### src/rtl/motor_sequencer_pkg.sv
// Shared definitions for the motor sequencer and the speed-goal analysis stage:
// state encoding and default datapath parameters.
package motor_seq_pkg;

  localparam int DEF_W           = 10;
  localparam int DEF_STEP        = 4;
  localparam int DEF_TOL         = 8;
  localparam int DEF_STALL_MIN   = 2;
  localparam int DEF_STALL_TICKS = 64;
  localparam int DEF_HOLD_W      = 16;

  typedef enum logic [2:0] {
    IDLE  = 3'd0,
    RAMP  = 3'd1,
    HOLD  = 3'd2,
    STOP  = 3'd3,
    FAULT = 3'd4
  } state_e;

endpackage

### src/rtl/motor_sequencer_if.sv
// Command handshake between the user/command side and the motor sequencer.
interface motor_sequencer_if
  import motor_seq_pkg::*;
#(
  parameter int W      = DEF_W,
  parameter int HOLD_W = DEF_HOLD_W
);

  logic                 cmd_valid;
  logic                 cmd_ready;
  logic signed [W-1:0]  cmd_target;
  logic [HOLD_W-1:0]    cmd_hold;

  modport master (output cmd_valid, cmd_target, cmd_hold, input  cmd_ready);
  modport slave  (input  cmd_valid, cmd_target, cmd_hold, output cmd_ready);

endinterface

### src/rtl/motor_sequencer_goal_ramp.sv
// Combinational step of the speed goal toward a target by at most STEP.
// The difference is taken one bit wider so opposite-sign extremes cannot wrap;
// when the remaining distance is within STEP the goal lands exactly on target.
module goal_ramp #(
  parameter int W    = 10,
  parameter int STEP = 4
) (
  input  logic signed [W-1:0] goal_i,
  input  logic signed [W-1:0] target_i,
  output logic signed [W-1:0] next_o
);

  localparam logic signed [W:0]   STEP_X = (W+1)'(STEP);
  localparam logic signed [W-1:0] STEP_N = W'(STEP);

  logic signed [W:0] goal_x;
  logic signed [W:0] tgt_x;
  logic signed [W:0] diff;

  assign goal_x = {goal_i[W-1], goal_i};
  assign tgt_x  = {target_i[W-1], target_i};
  assign diff   = tgt_x - goal_x;

  // Full step while far away; snap to target once inside one step.
  always_comb begin
    next_o = target_i;
    if (diff > STEP_X)       next_o = goal_i + STEP_N;
    else if (diff < -STEP_X) next_o = goal_i - STEP_N;
  end

endmodule

### src/rtl/motor_sequencer.sv
// Motor sequencing controller: accepts a target speed command, ramps the
// signed speed goal toward it once per sample tick, holds for a commanded
// number of ticks, ramps back to zero, and faults out on a sustained stall.
module motor_sequencer
  import motor_seq_pkg::*;
#(
  parameter int W           = DEF_W,
  parameter int STEP        = DEF_STEP,
  parameter int TOL         = DEF_TOL,
  parameter int STALL_MIN   = DEF_STALL_MIN,
  parameter int STALL_TICKS = DEF_STALL_TICKS,
  parameter int HOLD_W      = DEF_HOLD_W
) (
  input  logic                clk,
  input  logic                rst_n,
  input  logic                tick,
  motor_sequencer_if.slave    cmd,
  input  logic                stop,
  input  logic                clear_fault,
  input  logic signed [W-1:0] speed,
  output logic signed [W-1:0] goal,
  output logic                motor_en,
  output logic                at_speed,
  output logic                fault,
  output logic [2:0]          state
);

  localparam int SW = $clog2(STALL_TICKS + 1);

  localparam logic [W:0]          TOL_V       = (W+1)'(TOL);
  localparam logic [W:0]          STALL_MIN_V = (W+1)'(STALL_MIN);
  localparam logic [SW-1:0]       STALL_LIM   = SW'(STALL_TICKS);
  localparam logic signed [W-1:0] MOST_NEG    = {1'b1, {(W-1){1'b0}}};
  localparam logic signed [W-1:0] NEG_CLAMP   = {1'b1, {(W-2){1'b0}}, 1'b1};

  function automatic logic [W:0] mag(input logic signed [W:0] v);
    return v[W] ? -v : v;
  endfunction

  state_e                state_q, state_d;
  logic signed [W-1:0]   goal_q, goal_d;
  logic signed [W-1:0]   tgt_q, tgt_d;
  logic [HOLD_W-1:0]     hold_q, hold_d;
  logic [HOLD_W-1:0]     hcnt_q, hcnt_d;
  logic [SW-1:0]         stall_q, stall_d;
  logic                  men_q, men_d;
  logic                  atspd_q, atspd_d;
  logic                  fault_q, fault_d;
  logic                  ready_q, ready_d;

  logic signed [W:0]     spd_x, goal_x;
  logic [W:0]            spd_mag, err_mag;
  logic signed [W-1:0]   ramp_tgt, step_goal;
  logic [SW-1:0]         stall_inc;
  logic                  stalled_tick;

  assign spd_x   = {speed[W-1], speed};
  assign goal_x  = {goal_q[W-1], goal_q};
  assign spd_mag = mag(spd_x);
  assign err_mag = mag(spd_x - goal_x);

  // STOP ramps toward zero with the same stepping rule as RAMP.
  assign ramp_tgt = (state_q == STOP) ? '0 : tgt_q;

  goal_ramp #(.W(W), .STEP(STEP)) u_ramp (
    .goal_i   (goal_q),
    .target_i (ramp_tgt),
    .next_o   (step_goal)
  );

  assign stalled_tick = tick && (goal_q != '0) && (spd_mag < STALL_MIN_V);
  assign stall_inc    = stall_q + SW'(1);

  // Next-state, goal and counter logic; stall fault overrides stop, which
  // overrides the normal per-state transition.
  always_comb begin
    state_d = state_q;
    goal_d  = goal_q;
    tgt_d   = tgt_q;
    hold_d  = hold_q;
    hcnt_d  = hcnt_q;
    stall_d = stall_q;

    case (state_q)
      IDLE: begin
        goal_d = '0;
        if (cmd.cmd_valid && ready_q) begin
          tgt_d   = (cmd.cmd_target == MOST_NEG) ? NEG_CLAMP : cmd.cmd_target;
          hold_d  = cmd.cmd_hold;
          state_d = RAMP;
        end
      end
      RAMP: begin
        if (tick) begin
          goal_d = step_goal;
          if (goal_q == tgt_q && err_mag <= TOL_V) begin
            state_d = HOLD;
            hcnt_d  = hold_q;
          end
        end
      end
      HOLD: begin
        // A zero hold means no countdown: wait for stop.
        if (tick && hold_q != '0) begin
          hcnt_d = hcnt_q - HOLD_W'(1);
          if (hcnt_q == HOLD_W'(1)) state_d = STOP;
        end
      end
      STOP: begin
        if (tick) begin
          goal_d = step_goal;
          if (goal_q == '0 && spd_mag <= TOL_V) state_d = IDLE;
        end
      end
      FAULT: begin
        goal_d = '0;
        if (clear_fault) state_d = IDLE;
      end
      default: begin
        goal_d  = '0;
        state_d = IDLE;
      end
    endcase

    if (state_q == RAMP || state_q == HOLD) begin
      if (tick) stall_d = stalled_tick ? stall_inc : '0;
      if (stalled_tick && stall_inc == STALL_LIM) begin
        state_d = FAULT;
        goal_d  = '0;
      end else if (stop) begin
        state_d = STOP;
      end
    end

    if (state_d != state_q) stall_d = '0;
  end

  // Registered status outputs decoded from the upcoming state.
  always_comb begin
    men_d   = (state_d == RAMP) || (state_d == HOLD) || (state_d == STOP);
    atspd_d = (state_d == HOLD);
    fault_d = (state_d == FAULT);
    ready_d = (state_d == IDLE);
  end

  // State and datapath registers; reset drops straight to IDLE with no ramp.
  always_ff @(posedge clk or negedge rst_n) begin
    if (!rst_n) begin
      state_q <= IDLE;
      goal_q  <= '0;
      tgt_q   <= '0;
      hold_q  <= '0;
      hcnt_q  <= '0;
      stall_q <= '0;
      men_q   <= 1'b0;
      atspd_q <= 1'b0;
      fault_q <= 1'b0;
      ready_q <= 1'b1;
    end else begin
      state_q <= state_d;
      goal_q  <= goal_d;
      tgt_q   <= tgt_d;
      hold_q  <= hold_d;
      hcnt_q  <= hcnt_d;
      stall_q <= stall_d;
      men_q   <= men_d;
      atspd_q <= atspd_d;
      fault_q <= fault_d;
      ready_q <= ready_d;
    end
  end

  assign goal          = goal_q;
  assign motor_en      = men_q;
  assign at_speed      = atspd_q;
  assign fault         = fault_q;
  assign state         = state_q;
  assign cmd.cmd_ready = ready_q;

endmodule

### src/flat_wrapper.sv
// flat-port wrapper written by rule: the top's interface ports become plain ports
module motor_sequencer_flat import motor_seq_pkg::*;
#(
  parameter int W           = DEF_W,
  parameter int STEP        = DEF_STEP,
  parameter int TOL         = DEF_TOL,
  parameter int STALL_MIN   = DEF_STALL_MIN,
  parameter int STALL_TICKS = DEF_STALL_TICKS,
  parameter int HOLD_W      = DEF_HOLD_W
)
  (clk, rst_n, tick, stop, clear_fault, speed, goal, motor_en, at_speed, fault, state, cmd_cmd_valid, cmd_cmd_target, cmd_cmd_hold, cmd_cmd_ready);
  motor_sequencer_if #(.W(W), .HOLD_W(HOLD_W)) cmd_i ();
  input  logic clk;
  input  logic rst_n;
  input  logic tick;
  input  logic stop;
  input  logic clear_fault;
  input  logic signed [W-1:0] speed;
  output logic signed [W-1:0] goal;
  output logic motor_en;
  output logic at_speed;
  output logic fault;
  output logic [2:0] state;
  input wire logic [$bits(cmd_i.cmd_valid)-1:0] cmd_cmd_valid;
  input wire logic [$bits(cmd_i.cmd_target)-1:0] cmd_cmd_target;
  input wire logic [$bits(cmd_i.cmd_hold)-1:0] cmd_cmd_hold;
  output wire logic [$bits(cmd_i.cmd_ready)-1:0] cmd_cmd_ready;
  assign cmd_i.cmd_valid = cmd_cmd_valid;
  assign cmd_i.cmd_target = cmd_cmd_target;
  assign cmd_i.cmd_hold = cmd_cmd_hold;
  assign cmd_cmd_ready = cmd_i.cmd_ready;
  motor_sequencer #(.W(W), .STEP(STEP), .TOL(TOL), .STALL_MIN(STALL_MIN), .STALL_TICKS(STALL_TICKS), .HOLD_W(HOLD_W)) u_core (.clk(clk), .rst_n(rst_n), .tick(tick), .cmd(cmd_i), .stop(stop), .clear_fault(clear_fault), .speed(speed), .goal(goal), .motor_en(motor_en), .at_speed(at_speed), .fault(fault), .state(state));
endmodule
### config.mk
export PLATFORM = sky130hd
export DESIGN_NAME = motor_sequencer_flat
export DESIGN_NICKNAME = d
export VERILOG_FILES = /design/src/rtl/motor_sequencer_pkg.sv /design/src/rtl/motor_sequencer_if.sv /design/src/rtl/motor_sequencer_goal_ramp.sv /design/src/rtl/motor_sequencer.sv /design/src/flat_wrapper.sv
export SDC_FILE = /design/constraint.sdc
export NUM_CORES = 1
export LEC_CHECK = 0
export CELL_PAD_IN_SITES_DETAIL_PLACEMENT = 1
export CELL_PAD_IN_SITES_GLOBAL_PLACEMENT = 1
export CORE_MARGIN = 1
export CORE_UTILIZATION = 41
export CTS_BUF_LIST = sky130_fd_sc_hd__clkbuf_8
export CTS_CLUSTER_SIZE = 12
export DETAILED_ROUTE_END_ITERATION = 8
export PLACE_DENSITY_LB_ADDON = 0.1
export SYNTH_ARGS = -nofsm -noshare
export SYNTH_HDL_FRONTEND = slang
export SYNTH_SLANG_ARGS = --single-unit
### constraint.sdc
create_clock -name clk -period 3.8 [get_ports clk]
set_clock_uncertainty 0.1 [all_clocks]
set_input_delay 0.38 -clock clk [delete_from_list [all_inputs] [get_ports clk]]
set_output_delay 0.38 -clock clk [all_outputs]
set_load 0.005 [all_outputs]
; ---- After elaboration in Yosys (flattened, before gate mapping)
; Cells that the tools add are included.
[word_totals]
ff_bits = 66
latch_bits = 0
ramBits = 0
mem_bits_ro = 0
inputBits = 42
output_inout_bits = 17
wordCells = 91
n_memories = 0
[op_classes]
add_sub_neg = 8
n_mul = 0
div_mod_pow = 0
n_lt_le_gt_ge = 5
eq_ne = 16
shift = 0
n_mux = 30
bitwise_logic = 0
reduce_logical = 22
[op_table]
columns = operator, count
row1 = 10-bit 2-to-1 mux, 7
row2 = 16-bit 2-to-1 mux, 3
row3 = 3-bit 2-to-1 mux, 11
row4 = 16-bit one-hot mux with 2 select lines, 1
row5 = 7-bit 2-to-1 mux, 4
row6 = 11-bit by 4-bit less-or-equal comparator with 1-bit output (second input constant), 2
row7 = 11-bit 2-to-1 mux, 2
row8 = 10-bit by 10-bit subtractor with 11-bit output, 2
row9 = 10-bit one-hot mux with 2 select lines, 1
row10 = 16-bit by 1-bit equality test with 1-bit output (second input constant), 1
row11 = 16-bit nonzero test, 1
row12 = 16-bit by 1-bit subtractor with 16-bit output (second input constant), 1
row13 = 3-bit one-hot mux with 5 select lines, 1
row14 = 3-bit by 2-bit equality test with 1-bit output (second input constant), 4
row15 = 11-bit by 4-bit > comparator with 1-bit output (second input constant), 1
row16 = 11-bit by 2-bit less-than comparator with 1-bit output (second input constant), 1
row17 = 11-bit by 3-bit less-than comparator with 1-bit output (second input constant), 1
row18 = 10-bit negation with 11-bit output, 1
row19 = 11-bit negation, 1
row20 = 10-bit by 4-bit adder with 10-bit output (second input constant), 1
row21 = 10-bit equality test, 1
row22 = 10-bit equality test (second input constant), 1
row23 = 10-bit logical NOT, 1
row24 = 10-bit nonzero test, 1
row25 = other kinds (15), 30

; ---- Depth between registers and ports, before layout
; Gate-level depths: netlist (run 1).
[depth]
ltp_word = 14
depth_mapped = 18
mapped_depth_nobuf = 15

; ---- Cells and area by module
; A second synthesis (run 1) with hierarchy kept.
[unflattened]
cells_unflattened = 687
hier_area_um2 = 5865.6
[by_module_without_submodules]
columns = mod, n_inst, cells_each, area_per_inst_um2, seq_area_each_um2
row1 = motor_sequencer, 1, 538, 4840.9, 1652.8
row2 = goal_ramp, 1, 149, 1024.7, 0.0

; ---- Worst setup path after synthesis (run 1)
; OpenSTA, ideal clock, no wires.
[synth_timing]
path_type = reg2reg
startpoint = reg u_core.state_q[2], in the netlist u_core.state[2]
endpoint = reg u_core.goal_q[9], in the netlist u_core.goal[9]
setup_time_ps = 136
arrival_time_ps = 3697
required_time_ps = 3564
slack_ps = -133
stages_incl_launch_ff = 17
n_path_buf = 3
synth_period_minus_slack_ps = 3933
cell_sequence = dfrtp_1 clkbuf_1 nor2b_1 nand2_1 buf_1 and2_1 ha_1 nor2b_1 o21a_1 or3_1 a2111oi_0 a31o_2 clkbuf_1 o2bb2ai_1 a311o_1 o211ai_1 a21oi_1
[synth_via]
elab_chain_cells = 10
elab_cells_between_ends = 15
cone_classes = add/sub (1) / order compare (2) / eq/ne (3) / mux (7) / reduce/logical (2)
[synth_lines]
columns = item, line
row1 = from (decl), motor_sequencer.sv:40  ; state_e state_q, state_d;
row2 = from (signal assigned), motor_sequencer.sv:160  ; state_q <= state_d;
row3 = 3-bit by 2-bit equality test with 1-bit output, "motor_sequencer.sv:63, motor_sequencer.sv:84"
row4 = 10-bit 2-to-1 mux, motor_sequencer.sv:63  ; assign ramp_tgt = (state_q == STOP) ? '0 : tgt_q;
row5 = 10-bit by 10-bit subtractor with 11-bit output, motor_sequencer_goal_ramp.sv:22  ; assign diff = tgt_x - goal_x;
row6 = 11-bit by 3-bit less-than comparator with 1-bit output, motor_sequencer_goal_ramp.sv:28  ; else if (diff < -STEP_X) next_o = goal_i - STEP_N;
row7 = 10-bit 2-to-1 mux, motor_sequencer_goal_ramp.sv:28
row8 = 10-bit 2-to-1 mux, motor_sequencer_goal_ramp.sv:27  ; if (diff > STEP_X) next_o = goal_i + STEP_N;
row9 = 10-bit 2-to-1 mux, "motor_sequencer.sv:94, motor_sequencer.sv:110"
row10 = 10-bit one-hot mux with 2 select lines, motor_sequencer.sv:84  ; case (state_q)
row11 = 10-bit 2-to-1 mux, motor_sequencer.sv:127  ; if (stalled_tick && stall_inc == STALL_LIM) begin
row12 = 10-bit 2-to-1 mux (*), motor_sequencer.sv:125  ; if (state_q == RAMP || state_q == HOLD) begin
row13 = via u_core.goal_d[9], motor_sequencer.sv:41  ; logic signed [W-1:0] goal_q, goal_d;
row14 = to (signal assigned), motor_sequencer.sv:161  ; goal_q <= goal_d;
row15 = to (decl), motor_sequencer.sv:41
; Mark *: on every way through the listed nets, which the timed path passes. The rest lies on a longest branch.
; A chain may end at the register's enable or synchronous reset.

; ---- Worst setup path in the final report (run 1)
[layout_timing]
startpoint = reg u_core.state_q[2], in the netlist u_core.state[2]
endpoint = reg u_core.goal_q[6], in the netlist u_core.goal[6]
; Same word-level chain as after synthesis.

==> results of run 1 <==
worst max-delay path by stage:
| stage | to | slack, ps | start | cells past startpoint |
|---|---|---|---|---|
| global placement | u_core.hcnt_q[0]$_DFFE_PN0P_ | -170 | speed[0] | 15 |
| finish | u_core.goal[6]$_DFF_PN0_ | 150 | u_core.state[2]$_DFF_PN0_ | 16 |
| detailed placement | u_core.hcnt_q[9]$_DFFE_PN0P_ | -360 | speed[0] | 15 |
| global route | u_core.goal[6]$_DFF_PN0_ | -50 | u_core.state[2]$_DFF_PN0_ | 16 |
| CTS | u_core.goal[4]$_DFF_PN0_ | 20 | u_core.state[2]$_DFF_PN0_ | 16 |
| floorplan | u_core.goal[9]$_DFF_PN0_ | 30 | u_core.state[2]$_DFF_PN0_ | 16 |
stage by stage:
stage               std cells  hold WS [ps]   util  instance area (sq um)  setup WS (ps)
global route              963           140  0.540                   7210          -51.5
CTS                       960          60.0  0.530                   7080           18.0
global placement          945           385  0.513                   6850           -169
floorplan                 670         -15.6      -                   5640           26.1
finish                    963          50.1  0.540                   7210            149
detailed placement        945           408  0.513                   6850           -359
power by group through the flow:
stage	registers (mW)	logic (mW)	clock network, mW
floorplan	1.19	2.79	0
global placement	1.24	4.04	0
detailed placement	1.25	4.21	0
CTS	1.25	4.28	0.697
global route	1.29	4.89	0.718
finish	1.25	4.51	0.677
routing by layer:
layer,global-route usage,vias up,routed length (microns)
li1,-,2716,-
met1,0.398,2882,9420
met2,0.436,119,8810
met3,0.0330,27,694
met4,0.105,0,355
met5,0,-,0
worst reg2reg max path, delay by kind of cell (launching register included):
family / cells / cell delay, ps
DFF: 1 / 390
and+or+nand+nor: 6 / 850
AOI/OAI and AO/OA: 6 / 1250
adders and majority gates: 1 / 470
buffers and inverters: 3 / 510
layout make-up:
type	count	area [sq um]
repair buffers	136	1160
inverters	25	93.8
clock inverters	6	90.1
clock buffers	9	124
multi-input cells	545	3860
well taps	176	220
flip-flops and latches	66	1650
fillers	1602	6140
what timing repair did:
| item | CTS | global route |
|---|---|---|
| buffers inserted | 0 | 3 |
| setup endpoints to repair | 1 | 24 |
| pin swaps | 0 | 4 |
| hold buffers | 0 | 0 |
| gates resized for setup | 1 | 26 |
logic make-up after synthesis:
kind of cell	count (synthesis)
and+or+nand+nor	266
muxes	29
buffers and inverters	59
AOI/OAI and AO/OA	187
DFF	66
adders and majority gates	30
xor gates and xnor gates	33
sequential cells by signal, summed over array words and instances, names as in the netlist, 3 cells and up:
name and flops:
u_core.hcnt_q 16, u_core.hold_q 16, u_core.goal 10, u_core.tgt_q 10, u_core.stall_q 7, u_core.state 3
cell usage after synthesis, types with 10 or more instances:
cell	instances	area, sq um
sky130_fd_sc_hd__a21oi_1	37	185
sky130_fd_sc_hd__xnor2_1	23	201
sky130_fd_sc_hd__nand3_1	26	130
sky130_fd_sc_hd__o21ai_0	34	170
sky130_fd_sc_hd__nor3_1	36	180
sky130_fd_sc_hd__nor4_1	14	87.6
sky130_fd_sc_hd__nor2_1	67	251
sky130_fd_sc_hd__nand2_1	38	143
sky130_fd_sc_hd__nor2b_1	13	81.3
sky130_fd_sc_hd__a2bb2oi_2	10	150
sky130_fd_sc_hd__mux2_2	25	282
sky130_fd_sc_hd__clkbuf_1	27	101
sky130_fd_sc_hd__dfrtp_1	65	1630
sky130_fd_sc_hd__inv_1	25	93.8
sky130_fd_sc_hd__xor2_1	10	87.6
sky130_fd_sc_hd__and2_1	14	87.6
sky130_fd_sc_hd__ha_1	28	350
sky130_fd_sc_hd__o211ai_1	10	75.1
==> flow_summary.yaml, run 1 <==
status:
  run_status: "finished, final reports clean"
synth:
  ys_types: 77
  share_of_cell_area_taken_by_muxes_after_synthesis: 0.0571
  postSynthCellCount: 670
  synth-warning-count: 0
  postSynth.topFlopCell: "sky130_fd_sc_hd__dfrtp_1"
  arithmetic_cell_share_of_the_synthesized_area_counting_full_adders_half_adders_and_majority_gates: 0.0693
  synth-seq-cells: 66
  number_of_nets_produced_by_synthesis: 742
  synth-compound-area-share: 0.240
  synth.cell_area_sq_um: 5630
  synthSimpleGateAreaFrac: 0.244
  synth-edff-count: 0
  synth-xor-area-share: 0.0513
  ys_seq_area_frac: 0.293
  combinational_family_with_the_most_area_after_synthesis: "simple AND/OR/NAND/NOR gates"
  syn_avg_cell_area_sq_um: 8.41
  async_flop_share: 1.00
detailed_routing:
  detailroute.via_count: 5744
  ant_nets: 0
  drt_wl_total_mm: 19.3
  drt_first_iter_violations: 369
  firstDrtPassIters: 5
  via_per_inst: 5.96
  drc: 0
  routedWlPerCell_microns: 20.0
global_routing:
  wire_length_of_the_first_global_routing_pass_mm: 31.2
  grt_remaining_overflow: 0
  grt_antenna_before_repair: 0
  total_routing_resource_utilization_after_global_routing: 0.281
  first_global_vias: 5950
  pin_count_of_the_biggest_net_entering_global_routing: 43
floorplan:
  core_area_sq_um: 13300
  initial_core_utilization: 0.422
  row_count: 42
  num_io_pins: 59
  die_width_microns: 119
  design.die.area_sq_um: 14200
  die_height_microns: 119
cts:
  cts_root_buf: "sky130_fd_sc_hd__clkbuf_8"
  tritoncts_num_sinks: 66
  clk_pin_slew_worst_paths_ps: 80
  clock_tree_buf_depth: 2
  tritoncts_clock_tree: "yes"
  cts-buffers-inserted: 9
  clock_insertion_delay_worst_skew_ps: 380
  htree_num_levels: 3
final_layout:
  num-nets-final: 855
  fraction_of_layout_cells_with_a_size_suffix_above_1: 0.215
  number_of_antenna_cells_inserted: 0
  syn_to_final_growth_pct: 28.0
  layout_common_cells: "77 x sky130_fd_sc_hd__buf_4, 65 x sky130_fd_sc_hd__nor2_1, 65 x sky130_fd_sc_hd__dfrtp_1"
  layout.cells.most_common: "sky130_fd_sc_hd__buf_4"
setup_path:
  worstPathRequired_ps: 3970
  r2r_cells: 16
  worstReg2RegStart: "u_core.state[2]$_DFF_PN0_"
  critical_path.cell_chain: "nor2b_2 > nand2_2 > buf_4 > and2_1 > ha_2 > nor2b_1 > a221oi_2 > o311ai_4 > and2_1 > nand3_1 > o22ai_1 > buf_4 > buf_4 > a221oi_2 > o21ai_0 > a22o_1"
  regToRegSetupSlack_ps: 150
  path_delay_family: "compound AO/OA/AOI/OAI gates"
  cp_slowest_stage_delay_ps: 470
  r2r_end: "u_core.goal[6]$_DFF_PN0_"
  crit_path_top_delay_cell: "sky130_fd_sc_hd__ha_2"
  critPathLaunchType: "flop"
  timing.critical_path.to_type: "flop"
  crit_fanout: 10
  cp_common_cell: "sky130_fd_sc_hd__buf_4"
  worst-setup-path-type: "flop to flop"
  critical_path.n_buffers_inverters: 3
  timing.critical_path.arrival_ps: 3820
job:
  max_cap_viol_count: 0
power_and_ir_drop:
  comb_power_share: 0.701
  power.total_mw: 6.44
  worst_ir_drop_vdd_mv: 0.388
  p_leak_nw: 2.99
  power.switching_fraction: 0.480
  cellInternalPower_mw: 3.35
  pwr-share-seq: 0.194
  powerDensity_nw_per_um2: 893
  p_clk_frac: 0.105
  switching_power_mw: 3.09
sta:
  max_transition_margin: 0.362
  fin_crit_sh: 0.961
  fin_crit_ps: 3650
  finalSetupViolations: 0
  totalNegativeSetupSlack_ps: 0
  tightest_slew_ps: 957
  maxSlewViolCount: 0
  hold_violations: 0
  timing.fmax_ghz: 0.274
hold_path:
  hold_class: "input port to asynchronous set/reset pin"
placement:
  place_congestion: 0.912
  io_buffer_count: 58
  place.detailed.hpwl_mm: 14.9
(Power assumes the default switching activity.)
==> run 2, diff against run 1 <==
--- a/config.mk
+++ b/config.mk
@@ -8,11 +8,12 @@
 export CELL_PAD_IN_SITES_DETAIL_PLACEMENT = 1
 export CELL_PAD_IN_SITES_GLOBAL_PLACEMENT = 1
 export CORE_MARGIN = 1
-export CORE_UTILIZATION = 41
-export CTS_BUF_LIST = sky130_fd_sc_hd__clkbuf_8
+export CORE_UTILIZATION = 40
 export CTS_CLUSTER_SIZE = 12
 export DETAILED_ROUTE_END_ITERATION = 8
+export MAX_ROUTING_LAYER = met4
 export PLACE_DENSITY_LB_ADDON = 0.1
 export SYNTH_ARGS = -nofsm -noshare
 export SYNTH_HDL_FRONTEND = slang
+export SYNTH_HIERARCHICAL = 1
 export SYNTH_SLANG_ARGS = --single-unit
==> run 2 against run 1 <==
  * Utilization fell by 0.19 points
  * Synthesized cell count rose by 2.5%
  * Clock power up 16%
  * Final area is 5.2% higher
  * Combinational power grew 1%
  * Critical path depth unchanged
  * Flip-flop and latch count unchanged
  * Largest cell class unchanged
==> flow_summary.yaml, run 2 <==
synth:
  post-synth-top-area-cell: "sky130_fd_sc_hd__dfrtp_1"
  postSynthCellCount: 687
  synth-seq-cells: 66
  postSynth.topFlopCell: "sky130_fd_sc_hd__dfrtp_1"
  synth-warning-count: 6
  fraction_of_post_synthesis_cell_area_in_the_top_cell_type_by_area: 0.277
  synth-edff-count: 0
  syn_avg_cell_area_sq_um: 8.54
  synth.top_cells.by_count: "65 x sky130_fd_sc_hd__dfrtp_1, 47 x sky130_fd_sc_hd__nand2_1, 45 x sky130_fd_sc_hd__nor2_1"
  ys_top_cells_by_area: "sky130_fd_sc_hd__dfrtp_1 28%, sky130_fd_sc_hd__ha_1 5.8%, sky130_fd_sc_hd__mux2_2 5.0%"
  ys_types: 85
  async_flop_share: 1.00
  number_of_nets_produced_by_synthesis: 758
  synth.cell_area_sq_um: 5870
  yosysMostFrequentCell: "sky130_fd_sc_hd__dfrtp_1"
  ys_seq_area_frac: 0.282
setup_path:
  worstReg2RegStart: "u_core/state[2]$_DFF_PN0_"
  worst-setup-path-type: "flop to flop"
  critical_path.n_buffers_inverters: 3
  crit_path_top_delay_cell: "sky130_fd_sc_hd__or4_4"
  crit_fanout: 7
  startpoint: "u_core/state[2]$_DFF_PN0_"
  worstPathRequired_ps: 3920
  cp_slowest_stage_delay_ps: 570
  path_delay_family: "simple AND/OR/NAND/NOR gates"
  timing.critical_path.to_type: "flop"
  critPathLaunchType: "flop"
  worst_setup_path_endpoint: "u_core/goal[0]$_DFF_PN0_"
  r2r_cells: 16
  crit_path_depth: 16
  timing.critical_path.arrival_ps: 3860
  r2r_end: "u_core/goal[0]$_DFF_PN0_"
  regToRegSetupSlack_ps: 60
  critical_path.cell_chain: "nor2b_4 > nand2_4 > buf_4 > and2_4 > ha_1 > nor2b_4 > buf_4 > nor3_1 > nor4bb_2 > o21ai_1 > or4_4 > buf_6 > a2bb2o_4 > mux2_4 > a22oi_2 > nor2_1"
global_routing:
  pin_count_of_the_biggest_net_entering_global_routing: 44
  first_global_vias: 6044
  grt_remaining_overflow: 0
  grt_antenna_before_repair: 0
  wire_length_of_the_first_global_routing_pass_mm: 31.1
  total_routing_resource_utilization_after_global_routing: 0.271
final_layout:
  syn_to_final_growth_pct: 29.4
  top_regs: "u_core/hcnt_q: 16 flops, u_core/hold_q: 16 flops"
  num-nets-final: 872
  layout.cells.most_common: "sky130_fd_sc_hd__buf_4"
  layout_common_cells: "71 x sky130_fd_sc_hd__buf_4, 65 x sky130_fd_sc_hd__dfrtp_1, 57 x sky130_fd_sc_hd__clkdlybuf4s50_1"
  fraction_of_layout_cells_with_a_size_suffix_above_1: 0.237
  number_of_antenna_cells_inserted: 0
  layout.cell_area.non_filler_sq_um: 7590
  finalCoreUtilization: 0.538
cts:
  tritoncts_num_sinks: 66
  clock_insertion_delay_worst_skew_ps: 330
  cts_root_buf: "sky130_fd_sc_hd__clkbuf_16"
  tritoncts_clock_tree: "yes"
  postCtsHoldBufs: 0
  htree_num_levels: 3
  cts-buffers-inserted: 9
  clock_tree_buf_depth: 2
  clk_pin_slew_worst_paths_ps: 60
floorplan:
  die_width_microns: 123
  design.die.area_sq_um: 15200
  row_count: 43
  core_area_sq_um: 14100
  die_height_microns: 123
  num_io_pins: 59
  initial_core_utilization: 0.416
sta:
  max_transition_margin: 0.335
  setup_repair_after_global_routing_missed_its_margin: "yes"
  totalNegativeSetupSlack_ps: 0
  timing.fmax_ghz: 0.267
  fin_crit_sh: 0.984
  finalSetupViolations: 0
  fin_crit_ps: 3740
  finalWorstSetupSlack_ps: 59.1
  tightest_slew_ps: 997
  maxSlewViolCount: 0
  hold_violations: 0
detailed_routing:
  detailroute.via_count: 5936
  ant_nets: 0
  firstDrtPassIters: 5
  routedWlPerCell_microns: 19.8
  via_per_inst: 6.02
  drt_first_iter_violations: 349
  drt_wl_total_mm: 19.6
  drc: 0
status:
  run_status: "finished, final reports clean"
power_and_ir_drop:
  cellInternalPower_mw: 3.53
  powerDensity_nw_per_um2: 871
  power.total_mw: 6.61
  p_clk_frac: 0.118
  pwr-share-seq: 0.191
  p_leak_nw: 3.02
  worst_ir_drop_vdd_mv: 0.640
  switching_power_mw: 3.08
  power.switching_fraction: 0.466
  comb_power_share: 0.691
job:
  max_cap_viol_count: 0
placement:
  place.detailed.hpwl_mm: 14.8
  place_worst_setup_slack_ps: -169
  dpl_cell_area_sq_um: 7080
  io_buffer_count: 58
  place_congestion: 0.874
hold_path:
  hold_class: "input port to asynchronous set/reset pin"
==> run 2: cell types whose count changed after synthesis, moves of 10 or more <==
cell and change:
sky130_fd_sc_hd__o21ai_1 +10, sky130_fd_sc_hd__nand3_1 +13, sky130_fd_sc_hd__clkbuf_1 -10, sky130_fd_sc_hd__o21ai_0 -11, sky130_fd_sc_hd__a22oi_1 +14, sky130_fd_sc_hd__o221ai_2 +11
sky130_fd_sc_hd__nor2_1 -22, sky130_fd_sc_hd__inv_1 +16
==> run 2: area by class of cell <==
class	count	area, sq um
clock buffer	12	256
clock inverter	4	26.3
fill	1653	6510
inverter	41	154
multi-input combinational	550	4110
sequential	66	1650
tap	180	225
timing repair buffer	133	1160
==> run 2: kinds of logic (layout without fill, tap and decap cells) <==
kind of cell / after synthesis / count (layout) / share of synthesized area
buffers and inverters: 71 / 190 / 0.0514
muxes: 28 / 28 / 0.0533
AOI/OAI and AO/OA: 195 / 195 / 0.256
xor gates and xnor gates: 34 / 34 / 0.0508
adders and majority gates: 29 / 29 / 0.0644
and+or+nand+nor: 264 / 264 / 0.243
DFF: 66 / 66 / 0.282
==> run 2: what timing repair did <==
| item | 4_1_cts | 5_1_grt |
|---|---|---|
| resized for setup | 6 | 30 |
| hold endpoints to repair | 0 | 0 |
| pin swaps | 2 | 19 |
| setup endpoints to repair | 5 | 32 |
| setup buffers | 0 | 5 |
==> run 2: power by group through the flow <==
| stage | clock, mW | combinational, mW | sequential (mW) |
|---|---|---|---|
| 4_1_cts | 0.797 | 4.24 | 1.25 |
| 3_5_place_dp | 0 | 4.16 | 1.26 |
| 3_3_place_gp | 0 | 4.00 | 1.25 |
| 2_1_floorplan | 0 | 2.81 | 1.19 |
| 6_report | 0.783 | 4.57 | 1.26 |
| 5_1_grt | 0.828 | 4.96 | 1.29 |
==> run 2: worst min-delay path by stage <==
| stage | slack (ps) | cells past startpoint | endpoint | from |
|---|---|---|---|---|
| after global routing | 200 | 1 | u_core/stall_q[5]$_DFFE_PN0P_ | rst_n |
| after global placement | 420 | 1 | u_core/hold_q[13]$_DFFE_PN0P_ | u_core/hold_q[13]$_DFFE_PN0P_ |
| after CTS | 150 | 1 | u_core/stall_q[5]$_DFFE_PN0P_ | rst_n |
| final | 100 | 1 | u_core/stall_q[5]$_DFFE_PN0P_ | rst_n |
| after detailed placement | 440 | 1 | u_core/hold_q[10]$_DFFE_PN0P_ | u_core/hold_q[10]$_DFFE_PN0P_ |
| after floorplan | -20 | 0 | u_core/at_speed$_DFF_PN0_ | rst_n |
==> run 2: through the flow <==
| step | hold WS (ps) | cells |
|---|---|---|
| after global placement | 424 | 965 |
| after global routing | 199 | 986 |
| final | 102 | 986 |
| after CTS | 147 | 981 |
| after detailed placement | 440 | 965 |
| after floorplan | -15.6 | 687 |
==> run 2: routing by layer <==
| metal | global-route usage | up-vias | routed length [microns] |
|---|---|---|---|
| li1 | - | 2812 | - |
| met1 | 0.341 | 2984 | 8750 |
| met2 | 0.458 | 113 | 9830 |
| met3 | 0.0378 | 27 | 661 |
| met4 | 0.0655 | 0 | 312 |
| met5 | - | - | 0 |
==> run 3, diff against run 2 <==
--- a/config.mk
+++ b/config.mk
@@ -5,10 +5,11 @@
 export SDC_FILE = /design/constraint.sdc
 export NUM_CORES = 1
 export LEC_CHECK = 0
+export CAP_MARGIN = 10
 export CELL_PAD_IN_SITES_DETAIL_PLACEMENT = 1
 export CELL_PAD_IN_SITES_GLOBAL_PLACEMENT = 1
 export CORE_MARGIN = 1
-export CORE_UTILIZATION = 40
+export CORE_UTILIZATION = 48
 export CTS_CLUSTER_SIZE = 12
 export DETAILED_ROUTE_END_ITERATION = 8
 export MAX_ROUTING_LAYER = met4
==> constraint.sdc (replaced) <==
create_clock -name clk -period 4.75 [get_ports clk]
set_clock_uncertainty 0.1 [all_clocks]
set_input_delay 0.475 -clock clk [delete_from_list [all_inputs] [get_ports clk]]
set_output_delay 0.475 -clock clk [all_outputs]
set_load 0.005 [all_outputs]
==> run 3 against run 2 <==
  * Non-clock buffer count decreased by 64
  * Critical path depth increased by 1
  * Critical endpoint is now u_core/goal[5]$_DFF_PN0_
  * Via count decreased by 4.8%
  * Combinational power decreased by 35%
  * Sequential share of layout area increased by 2.3 points
  * Maximum frequency decreased by 15%
  * Global-route usage increased by 2.6 points
  * Hold slack improved by 120 ps
  * Sequential power decreased by 19%
==> flow_summary.yaml, run 3 (synthesis gave the netlist of run 2 again) <==
final_layout:
  layout.cells.most_common: "sky130_fd_sc_hd__dfrtp_1"
  multi_input_area_sq_um: 3920
  ff_latch_area_sq_um: 1650
  layout.filler_cells: 1427
  layout_common_cells: "64 x sky130_fd_sc_hd__dfrtp_1, 57 x sky130_fd_sc_hd__clkdlybuf4s50_1, 46 x sky130_fd_sc_hd__nand2_1"
  num-nets-final: 808
  number_of_antenna_cells_inserted: 0
  syn_to_final_growth_pct: 17.2
  layout.cell_area.non_filler_sq_um: 6870
  finalCoreUtilization: 0.574
  top_regs: "u_core/hcnt_q: 16 flops, u_core/hold_q: 16 flops"
  fraction_of_layout_cells_with_a_size_suffix_above_1: 0.137
detailed_routing:
  drc: 0
  firstDrtPassIters: 5
  drt_first_iter_violations: 420
  routedWlPerCell_microns: 19.9
  drt_wl_total_mm: 17.7
  detailroute.via_count: 5651
  ant_nets: 0
  via_per_inst: 6.36
placement:
  io_buffer_count: 58
  dpl_cell_area_sq_um: 6560
  place.detailed.hpwl_mm: 13.1
  place_congestion: 0.943
  place_worst_setup_slack_ps: 257
setup_path:
  worstPathRequired_ps: 4870
  timing.critical_path.arrival_ps: 4510
  timing.critical_path.to_type: "flop"
  worst-setup-path-type: "flop to flop"
  regToRegSetupSlack_ps: 360
  crit_fanout: 11
  critPathLaunchType: "flop"
power_and_ir_drop:
  comb_power_share: 0.638
  p_leak_nw: 2.66
  cellInternalPower_mw: 2.43
  power.total_mw: 4.66
  powerDensity_nw_per_um2: 679
  p_clk_frac: 0.144
  worst_ir_drop_vdd_mv: 0.354
  power.switching_fraction: 0.480
  pwr-share-seq: 0.218
  switching_power_mw: 2.24
sta:
  totalNegativeSetupSlack_ps: 0
  timing.fmax_ghz: 0.228
  tightest_slew_ps: 1170
  fin_crit_ps: 4390
  finalSetupViolations: 0
  max_transition_margin: 0.216
  fin_crit_sh: 0.924
  setup_repair_after_global_routing_missed_its_margin: "no"
  maxSlewViolCount: 0
  hold_violations: 0
  finalWorstSetupSlack_ps: 360
global_routing:
  total_routing_resource_utilization_after_global_routing: 0.297
  pin_count_of_the_biggest_net_entering_global_routing: 67
  first_global_vias: 5741
  grt_antenna_before_repair: 0
  grt_remaining_overflow: 0
  wire_length_of_the_first_global_routing_pass_mm: 29.2
floorplan:
  design.die.area_sq_um: 12700
  row_count: 40
  die_height_microns: 113
  die_width_microns: 113
  num_io_pins: 59
  core_area_sq_um: 12000
  initial_core_utilization: 0.490
job:
  max_cap_viol_count: 0
cts:
  tritoncts_num_sinks: 66
  cts-buffers-inserted: 9
  clock_tree_buf_depth: 2
  clock_insertion_delay_worst_skew_ps: 340
  clk_pin_slew_worst_paths_ps: 60
  postCtsHoldBufs: 0
  htree_num_levels: 3
  cts_root_buf: "sky130_fd_sc_hd__clkbuf_16"
  tritoncts_clock_tree: "yes"
hold_path:
  hold_class: "input port to asynchronous set/reset pin"
status:
  run_status: "finished, final reports clean"
## run 3: changes by cell type in the layout (fill, tap and decap cells not counted), sizes merged
cell and change:
buf -64, clkbuf -2, clkinvlp +2, bufinv +1, clkinv -1
## run 3: power groups by stage
stage                     sequential, mW  clock (mW)  combinational (mW)
after floorplan                    0.946           0                2.22
after global placement              1.01           0                2.78
after detailed placement            1.02           0                2.91
after CTS                           1.01       0.686                2.95
after global routing                1.05       0.707                3.27
final                               1.02       0.673                2.97
## run 3: metrics by stage
step,std cells,hold slack [ps]
2_1_floorplan,687,79.4
3_3_place_gp,873,428
3_5_place_dp,873,438
4_1_cts,889,266
5_1_grt,889,291
6_report,889,221
## run 3: final timing paths
kind                       cells past startpoint                           from                            end
max in group asynchronous                      2                          rst_n      u_core/state[0]$_DFF_PN0_
hold reg to reg                                1  u_core/hold_q[11]$_DFFE_PN0P_  u_core/hold_q[11]$_DFFE_PN0P_
setup / recovery                              17      u_core/state[2]$_DFF_PN0_       u_core/goal[5]$_DFF_PN0_
min in group clk                               1  u_core/hold_q[11]$_DFFE_PN0P_  u_core/hold_q[11]$_DFFE_PN0P_
hold / removal                                 2                          rst_n  u_core/stall_q[5]$_DFFE_PN0P_
setup reg to reg                              17      u_core/state[2]$_DFF_PN0_       u_core/goal[5]$_DFF_PN0_
## run 3: cell type report
cell class	count	area share
Multi-Input combinational cell	550	0.570
Sequential cell	66	0.241
Timing Repair Buffer	69	0.0958
Clock buffer	10	0.0348
Tap cell	147	0.0268
Inverter	41	0.0224
Clock inverter	6	0.00965
## run 3: routing by layer
metal / wire length [microns] / global-route usage / vias to the layer above
met3: 634 / 0.0513 / 31
met5: 0 / - / -
met1: 8220 / 0.384 / 2808
met2: 8480 / 0.479 / 133
li1: - / - / 2679
met4: 337 / 0.0827 / 0
## run 3: timing repair
item / CTS / global route
gates resized for setup: 0 / 2
setup endpoints to repair: 0 / 7
setup buffers: 0 / 0
endpoints found under the hold margin: 0 / 0
## run 3: worst max-delay path, cell delays in order, from the launching register on
cell and delay [ps]:
sky130_fd_sc_hd__dfrtp_1 470, sky130_fd_sc_hd__nor2b_1 270, sky130_fd_sc_hd__nand2_2 190, sky130_fd_sc_hd__and2_1 220, sky130_fd_sc_hd__inv_1 60, sky130_fd_sc_hd__ha_1 200
sky130_fd_sc_hd__inv_1 70, sky130_fd_sc_hd__fa_1 470, sky130_fd_sc_hd__a211oi_2 280, sky130_fd_sc_hd__o21ai_1 130, sky130_fd_sc_hd__o21ai_1 120, sky130_fd_sc_hd__xor2_1 100
sky130_fd_sc_hd__or4_4 550, sky130_fd_sc_hd__o21a_1 300, sky130_fd_sc_hd__a222oi_1 390, sky130_fd_sc_hd__o21ai_1 120, sky130_fd_sc_hd__a22oi_1 180, sky130_fd_sc_hd__nor2_1 60
